`src/rtl/vector_gather.sv`:
```
// vector_gather: issues per-lane vector RAM reads for CSR non-zero beats and re-aligns
// each returned x[col] with its matrix value in a credit-managed output FIFO.
module vector_gather #(
  parameter int unsigned PARALLELISM = 4,
  parameter int unsigned DATA_WIDTH  = 32,
  parameter int unsigned LENGTH      = 1024,
  parameter int unsigned ADDR_WIDTH  = $clog2(LENGTH),
  parameter int unsigned FIFO_DEPTH  = 4
) (
  input  logic                              clk,
  input  logic                              rst_n,
  input  logic                              in_valid,
  output logic                              in_ready,
  input  logic [PARALLELISM*ADDR_WIDTH-1:0] in_col,
  input  logic [PARALLELISM*DATA_WIDTH-1:0] in_val,
  input  logic [PARALLELISM-1:0]            in_mask,
  input  logic                              in_last,
  output logic [PARALLELISM*ADDR_WIDTH-1:0] ram_addr,
  output logic [PARALLELISM-1:0]            ram_valid,
  output logic [PARALLELISM-1:0]            ram_write,
  input  logic [PARALLELISM*DATA_WIDTH-1:0] ram_rdata,
  input  logic [PARALLELISM-1:0]            ram_rvalid,
  output logic                              out_valid,
  input  logic                              out_ready,
  output logic [PARALLELISM*DATA_WIDTH-1:0] out_val,
  output logic [PARALLELISM*DATA_WIDTH-1:0] out_x,
  output logic [PARALLELISM-1:0]            out_mask,
  output logic                              out_last,
  output logic                              err
);

  localparam int unsigned VEC_W = PARALLELISM * DATA_WIDTH;
  localparam int unsigned CNT_W = $clog2(FIFO_DEPTH + 1);
  localparam int unsigned PTR_W = (FIFO_DEPTH > 1) ? $clog2(FIFO_DEPTH) : 1;

  typedef struct packed {
    logic [VEC_W-1:0]       val;
    logic [VEC_W-1:0]       x;
    logic [PARALLELISM-1:0] mask;
    logic                   last;
  } entry_t;

  logic                   hs_c;
  logic                   push_c;
  logic                   pop_c;
  entry_t                 wr_entry_c;

  logic                   ready_q, ready_d;
  logic                   inflight_q, inflight_d;
  logic [VEC_W-1:0]       val_q, val_d;
  logic [PARALLELISM-1:0] mask_q, mask_d;
  logic                   last_q, last_d;
  logic [CNT_W-1:0]       count_q, count_d;
  logic [PTR_W-1:0]       wptr_q, wptr_d;
  logic [PTR_W-1:0]       rptr_q, rptr_d;
  logic                   valid_q, valid_d;
  logic                   err_q, err_d;
  entry_t                 mem_q [FIFO_DEPTH];

  // Request path is combinational from the accepted input beat
  assign hs_c      = in_valid && ready_q;
  assign ram_addr  = in_col;
  assign ram_valid = in_mask & {PARALLELISM{hs_c}};
  assign ram_write = '0;

  // Sideband capture so val/mask/last line up with ram_rdata one cycle later
  always_comb begin
    inflight_d = hs_c;
    val_d      = val_q;
    mask_d     = mask_q;
    last_d     = last_q;
    if (hs_c) begin
      val_d  = in_val;
      mask_d = in_mask;
      last_d = in_last;
    end
  end

  // Inactive lanes carry x = 0 regardless of what the RAM returned
  always_comb begin
    wr_entry_c      = '0;
    wr_entry_c.val  = val_q;
    wr_entry_c.mask = mask_q;
    wr_entry_c.last = last_q;
    for (int unsigned j = 0; j < PARALLELISM; j++) begin
      if (mask_q[j]) begin
        wr_entry_c.x[j*DATA_WIDTH +: DATA_WIDTH] = ram_rdata[j*DATA_WIDTH +: DATA_WIDTH];
      end
    end
  end

  assign push_c = inflight_q;
  assign pop_c  = valid_q && out_ready;

  // FIFO bookkeeping; credits count both stored entries and the read in flight
  always_comb begin
    wptr_d = wptr_q;
    rptr_d = rptr_q;
    if (push_c) begin
      wptr_d = (wptr_q == PTR_W'(FIFO_DEPTH - 1)) ? '0 : wptr_q + PTR_W'(1);
    end
    if (pop_c) begin
      rptr_d = (rptr_q == PTR_W'(FIFO_DEPTH - 1)) ? '0 : rptr_q + PTR_W'(1);
    end
    count_d = count_q + CNT_W'(push_c) - CNT_W'(pop_c);
    valid_d = (count_d != '0);
    ready_d = (32'(count_d) + 32'(inflight_d)) < FIFO_DEPTH;
  end

  // Returned valids must match the lanes requested one cycle earlier
  always_comb begin
    err_d = err_q;
    if (inflight_q) begin
      if (ram_rvalid != mask_q) begin
        err_d = 1'b1;
      end
    end else if (ram_rvalid != '0) begin
      err_d = 1'b1;
    end
  end

  always_ff @(posedge clk or negedge rst_n) begin
    if (!rst_n) begin
      ready_q    <= 1'b0;
      inflight_q <= 1'b0;
      val_q      <= '0;
      mask_q     <= '0;
      last_q     <= 1'b0;
      count_q    <= '0;
      wptr_q     <= '0;
      rptr_q     <= '0;
      valid_q    <= 1'b0;
      err_q      <= 1'b0;
    end else begin
      ready_q    <= ready_d;
      inflight_q <= inflight_d;
      val_q      <= val_d;
      mask_q     <= mask_d;
      last_q     <= last_d;
      count_q    <= count_d;
      wptr_q     <= wptr_d;
      rptr_q     <= rptr_d;
      valid_q    <= valid_d;
      err_q      <= err_d;
    end
  end

  always_ff @(posedge clk or negedge rst_n) begin
    if (!rst_n) begin
      for (int unsigned i = 0; i < FIFO_DEPTH; i++) begin
        mem_q[i] <= '0;
      end
    end else if (push_c) begin
      mem_q[wptr_q] <= wr_entry_c;
    end
  end

  assign in_ready  = ready_q;
  assign out_valid = valid_q;
  assign out_val   = mem_q[rptr_q].val;
  assign out_x     = mem_q[rptr_q].x;
  assign out_mask  = mem_q[rptr_q].mask;
  assign out_last  = mem_q[rptr_q].last;
  assign err       = err_q;

endmodule

```
`config.mk`:
```
export PLATFORM = sky130hd
export DESIGN_NAME = vector_gather
export DESIGN_NICKNAME = d
export VERILOG_FILES = /design/src/rtl/vector_gather.sv
export SDC_FILE = /design/constraint.sdc
export NUM_CORES = 2
export LEC_CHECK = 0
export CELL_PAD_IN_SITES_DETAIL_PLACEMENT = 1
export CELL_PAD_IN_SITES_GLOBAL_PLACEMENT = 1
export CORE_ASPECT_RATIO = 1.25
export CORE_MARGIN = 2
export CORE_UTILIZATION = 35
export CTS_BUF_LIST = sky130_fd_sc_hd__clkbuf_8
export DETAILED_ROUTE_END_ITERATION = 12
export PLACE_DENSITY_LB_ADDON = 0.12
export SYNTH_ARGS = -nofsm -noshare
export SYNTH_HDL_FRONTEND = slang
export SYNTH_SLANG_ARGS = --single-unit
```
`constraint.sdc`:
```
create_clock -name clk -period 4.7 [get_ports clk]
set_input_delay 0.94 -clock clk [delete_from_list [all_inputs] [get_ports clk]]
set_output_delay 0.94 -clock clk [all_outputs]
set_load 0.05 [all_outputs]
```
==> results summary <==
Adding up every negative setup slack in the final design gives 0 ns. Routability-driven placement finished with a final weighted congestion of 0.753. The clock tree from TritonCTS is done. The slowest stage of the critical path belongs to the cell sky130_fd_sc_hd__clkdlybuf4s50_1. The number of nets still failing antenna checks after routing came out at 0. The number of distinct library cells after synthesis is 27. The via count of the first global-routing pass came out at 35,400. The leakage power of the design came out at 0.0277 uW. The DRC marker count from the first detailed-route iteration is 1,113. Setup repair after global routing left no endpoint under its margin. STA classifies the critical path endpoint as a primary output. The largest stage delay on the critical path is 0.91 ns. The timing-limited maximum frequency came out at 0.230 GHz. The die covers 0.146 sq mm.

The routed wire length came out at 143,000 um. The H-tree generated during clock tree synthesis spans 4 levels. Averaged over all synthesized cells, the footprint is 12.9 sq um.

The count of port buffers added during placement came out at 536. The final clock skew came out at 0.0384 ns. Of the cells placed in the final design, the portion with a size suffix greater than 1 is 0.254. In the final routed layout, each cell accounts on average for 22.2 um. The final layout contains 4,724 nets.

The final number of hold-violating endpoints came out at 0. The post-synthesis cell area came out at 0.0501 sq mm. In the finished design, the share of the clock period the worst path needs comes to 0.924. The length of the first detailed-routing pass in iterations came out at 4. The number of endpoints failing setup at the final stage came out at 0. On the final layout, the worst hold slack is 0.472 ns. The share of synthesized area occupied by flip-flops and latches is 0.593.

The clock reaches the later pin of the worst-skew pair after 0.92 ns. The DRC violation count after routing came out at 0. Traced cell by cell, the critical path runs through buf_4 > mux4_2 > clkdlybuf4s50_1.

The chip width is 343 um. The number of vias after detailed routing is 31,800. Measured against its own limit, the worst slew margin works out to 0.211.

The vertical die dimension is 427 um. The TritonCTS sink count came out at 1,188. The max-cap violation count is 0. The region available for standard cell placement spans 0.143 sq mm. The worst endpoint required time is 3.76 ns. The type of origin of the critical path is a flip-flop.

The effective utilization at floorplan came out at 0.352. The relative area change from synthesis to final layout came out at 22.0%. The number of max-slew violations in the final report is 0.

The flow ran to the end, and the final reports show no timing, DRC or antenna violations. The number of ports placed on the die boundary is 621. The count of yosys warnings during synthesis is 0. The tree is rooted in a sky130_fd_sc_hd__clkbuf_8.

The slew of the pin with the lowest slew margin is 1.18 ns. The initial antenna violation count was 23. Counting every instance in the synthesized netlist gives 3,891. The sum of overflow across all layers after global routing came out at 0. Across every metal layer, demand over resource in global routing totals 0.198. The worst endpoint data arrival time came out at 3.40 ns. The power density over cell area is 825 mW/mm^2.

The worst hold path belongs to the class reg -> reg. IR analysis of the VDD net gives a maximum drop of 0.404 mV. The highest fanout seen on the critical path came out at 22. The startpoint of the most critical register-to-register path is inflight_q. The placed wire-length estimate after detailed placement is 89,400 um. Entering global routing, the biggest net connects 109 pins. The final critical delay including setup and external delays came out at 4.34 ns. The number of CTS-inserted buffers came out at 199. The launch point of the critical path is rptr_q[1]. The placement row count is 155. The number of fill cells in the layout is 14,900.

The maximum clock path buffer count came out at 3. The overall power came out at 50,400 uW. The clock-pin slew reported for the worst setup and hold paths after clock tree synthesis is 0.07 ns.

After synthesis the netlist holds a flip-flop and latch count of 1,188. The kind of critical path is reg -> out. The launch point of the worst hold path is mem_q[278].

The via density per instance is 4.94. The first global-routing pass estimated 221,000 um of wire.
[metrics by stage]
| step | utilization | area [sq um] | setup slack (ns) | std cells |
|---|---|---|---|---|
| global route | 0.429 | 61100 | 0.177 | 6430 |
| CTS | 0.429 | 61100 | 0.175 | 6426 |
| finish | 0.429 | 61200 | 0.359 | 6434 |
| global placement | 0.402 | 57300 | 0.973 | 6083 |
| floorplan | - | 50100 | 2.04 | 3894 |
| detailed placement | 0.402 | 57300 | 0.960 | 6083 |
[cell type report]
cell class	instances	area (sq um)	area share
Antenna cell	8	20.0	0.000327
Clock buffer	240	3300	0.0540
Clock inverter	96	429	0.00702
Inverter	9	36.3	0.000593
Multi-Input combinational cell	2378	18700	0.305
Sequential cell	1188	29700	0.486
Tap cell	1884	2360	0.0385
Timing Repair Buffer	631	6600	0.108
[registers in the layout, summed over array words and instances (netlist names), 2 cells and up]
register,cells
mask_q,4
val_q,128
wptr_q,2
count_q,3
rptr_q,2
mem_q,1044
[path summary, 6_finish.rpt]
| path | to | slack [ns] | depth (start not counted) |
|---|---|---|---|
| setup / recovery | out_val[61] | 0.36 | 3 |
| hold / removal | mem_q[278] | 0.47 | 2 |
| setup reg to reg | mem_q[310] | 1.86 | 5 |
| hold reg to reg | mem_q[278] | 0.47 | 2 |
| max in group asynchronous | mem_q[911] | 2.78 | 3 |
| min in group asynchronous | mem_q[51] | 0.59 | 2 |
[critical path, delay by kind of cell, from the launching register on]
kind                   cells  cell delay [ns]
buffers and inverters      2             1.37
flip-flops                 1             0.83
multiplexers               1             0.27
[power breakdown]
| part | internal [uW] | switching (uW) | leakage, uW |
|---|---|---|---|
| sequential | 14900 | 2930 | 0.0152 |
| clock | 4610 | 4200 | 0.00222 |
| combinational | 9630 | 14200 | 0.0103 |
| total | 29100 | 21300 | 0.0277 |
[layer usage]
metal	vias to the layer above	GRT usage	part of all wire
met3	227	0.0637	0.068
met5	-	0	0.0014
met4	32	0.0610	0.022
met1	16400	0.249	0.43
met2	648	0.326	0.48
li1	14500	-	-
[cells in the mapped netlist]
cell type                  instances  area [sq um]
sky130_fd_sc_hd__and3_1            4          25.0
sky130_fd_sc_hd__mux2_2          533          6000
sky130_fd_sc_hd__o21ai_0         514          2570
sky130_fd_sc_hd__or3_1             1          6.26
sky130_fd_sc_hd__buf_6            17           191
sky130_fd_sc_hd__nor3b_1           1          7.51
sky130_fd_sc_hd__nand3_1           1          5.00
sky130_fd_sc_hd__a31oi_1           1          6.26
sky130_fd_sc_hd__dfrtp_1        1188         29700
sky130_fd_sc_hd__clkbuf_1         81           304
sky130_fd_sc_hd__nor3_1            3          15.0
sky130_fd_sc_hd__ha_1              7          87.6
sky130_fd_sc_hd__or4_1             1          7.51
sky130_fd_sc_hd__conb_1            1          3.75
sky130_fd_sc_hd__xnor2_1           2          17.5
sky130_fd_sc_hd__xor2_1            4          35.0
sky130_fd_sc_hd__clkinv_1          1          3.75
sky130_fd_sc_hd__nand2_1        1033          3880
sky130_fd_sc_hd__buf_1             8          30.0
sky130_fd_sc_hd__a21oi_1           1          5.00
sky130_fd_sc_hd__buf_4            64           480
sky130_fd_sc_hd__fa_1              1          20.0
sky130_fd_sc_hd__nand2_2           1          6.26
sky130_fd_sc_hd__a21o_1            5          37.5
sky130_fd_sc_hd__buf_2           149           746
sky130_fd_sc_hd__mux4_2          261          5880
sky130_fd_sc_hd__inv_1             8          30.0
[cell families (layout without fill, tap and decap cells)]
family	count (synthesis)	in the layout	synth area share
and+or+nand+nor	1045	1045	0.0788
other	1	12	0.0000748
adders and majority gates	8	8	0.00215
AOI/OAI and AO/OA	521	521	0.0523
muxes	794	794	0.237
DFF	1188	1188	0.593
xor gates and xnor gates	6	6	0.00105
buffers and inverters	328	976	0.0356
[layout by cell type, fill, tap and decap left out, types with 4 or more instances in the layout]
master                               n
sky130_fd_sc_hd__clkinv_2            4
sky130_fd_sc_hd__o21ai_0           514
sky130_fd_sc_hd__xor2_1              4
sky130_fd_sc_hd__clkinvlp_4          4
sky130_fd_sc_hd__clkdlybuf4s50_1   535
sky130_fd_sc_hd__mux4_2            261
sky130_fd_sc_hd__inv_1              92
sky130_fd_sc_hd__nand2_1          1029
sky130_fd_sc_hd__dfrtp_1          1183
sky130_fd_sc_hd__nand2_4             4
sky130_fd_sc_hd__clkbuf_8          240
sky130_fd_sc_hd__conb_1              4
sky130_fd_sc_hd__and3_1              4
sky130_fd_sc_hd__buf_12             41
sky130_fd_sc_hd__buf_4              53
sky130_fd_sc_hd__ha_1                7
sky130_fd_sc_hd__diode_2             8
sky130_fd_sc_hd__mux2_2            533
sky130_fd_sc_hd__a21o_1              5
[timing repair]
action / CTS / global route
hold buffers: 1 / 0
hold endpoints to repair: 55 / 0
setup buffers: 6 / 0
endpoints found under the setup margin: 112 / 0
resized for setup: 1 / 0
No activity file was read; power rests on OpenSTA's default activity.
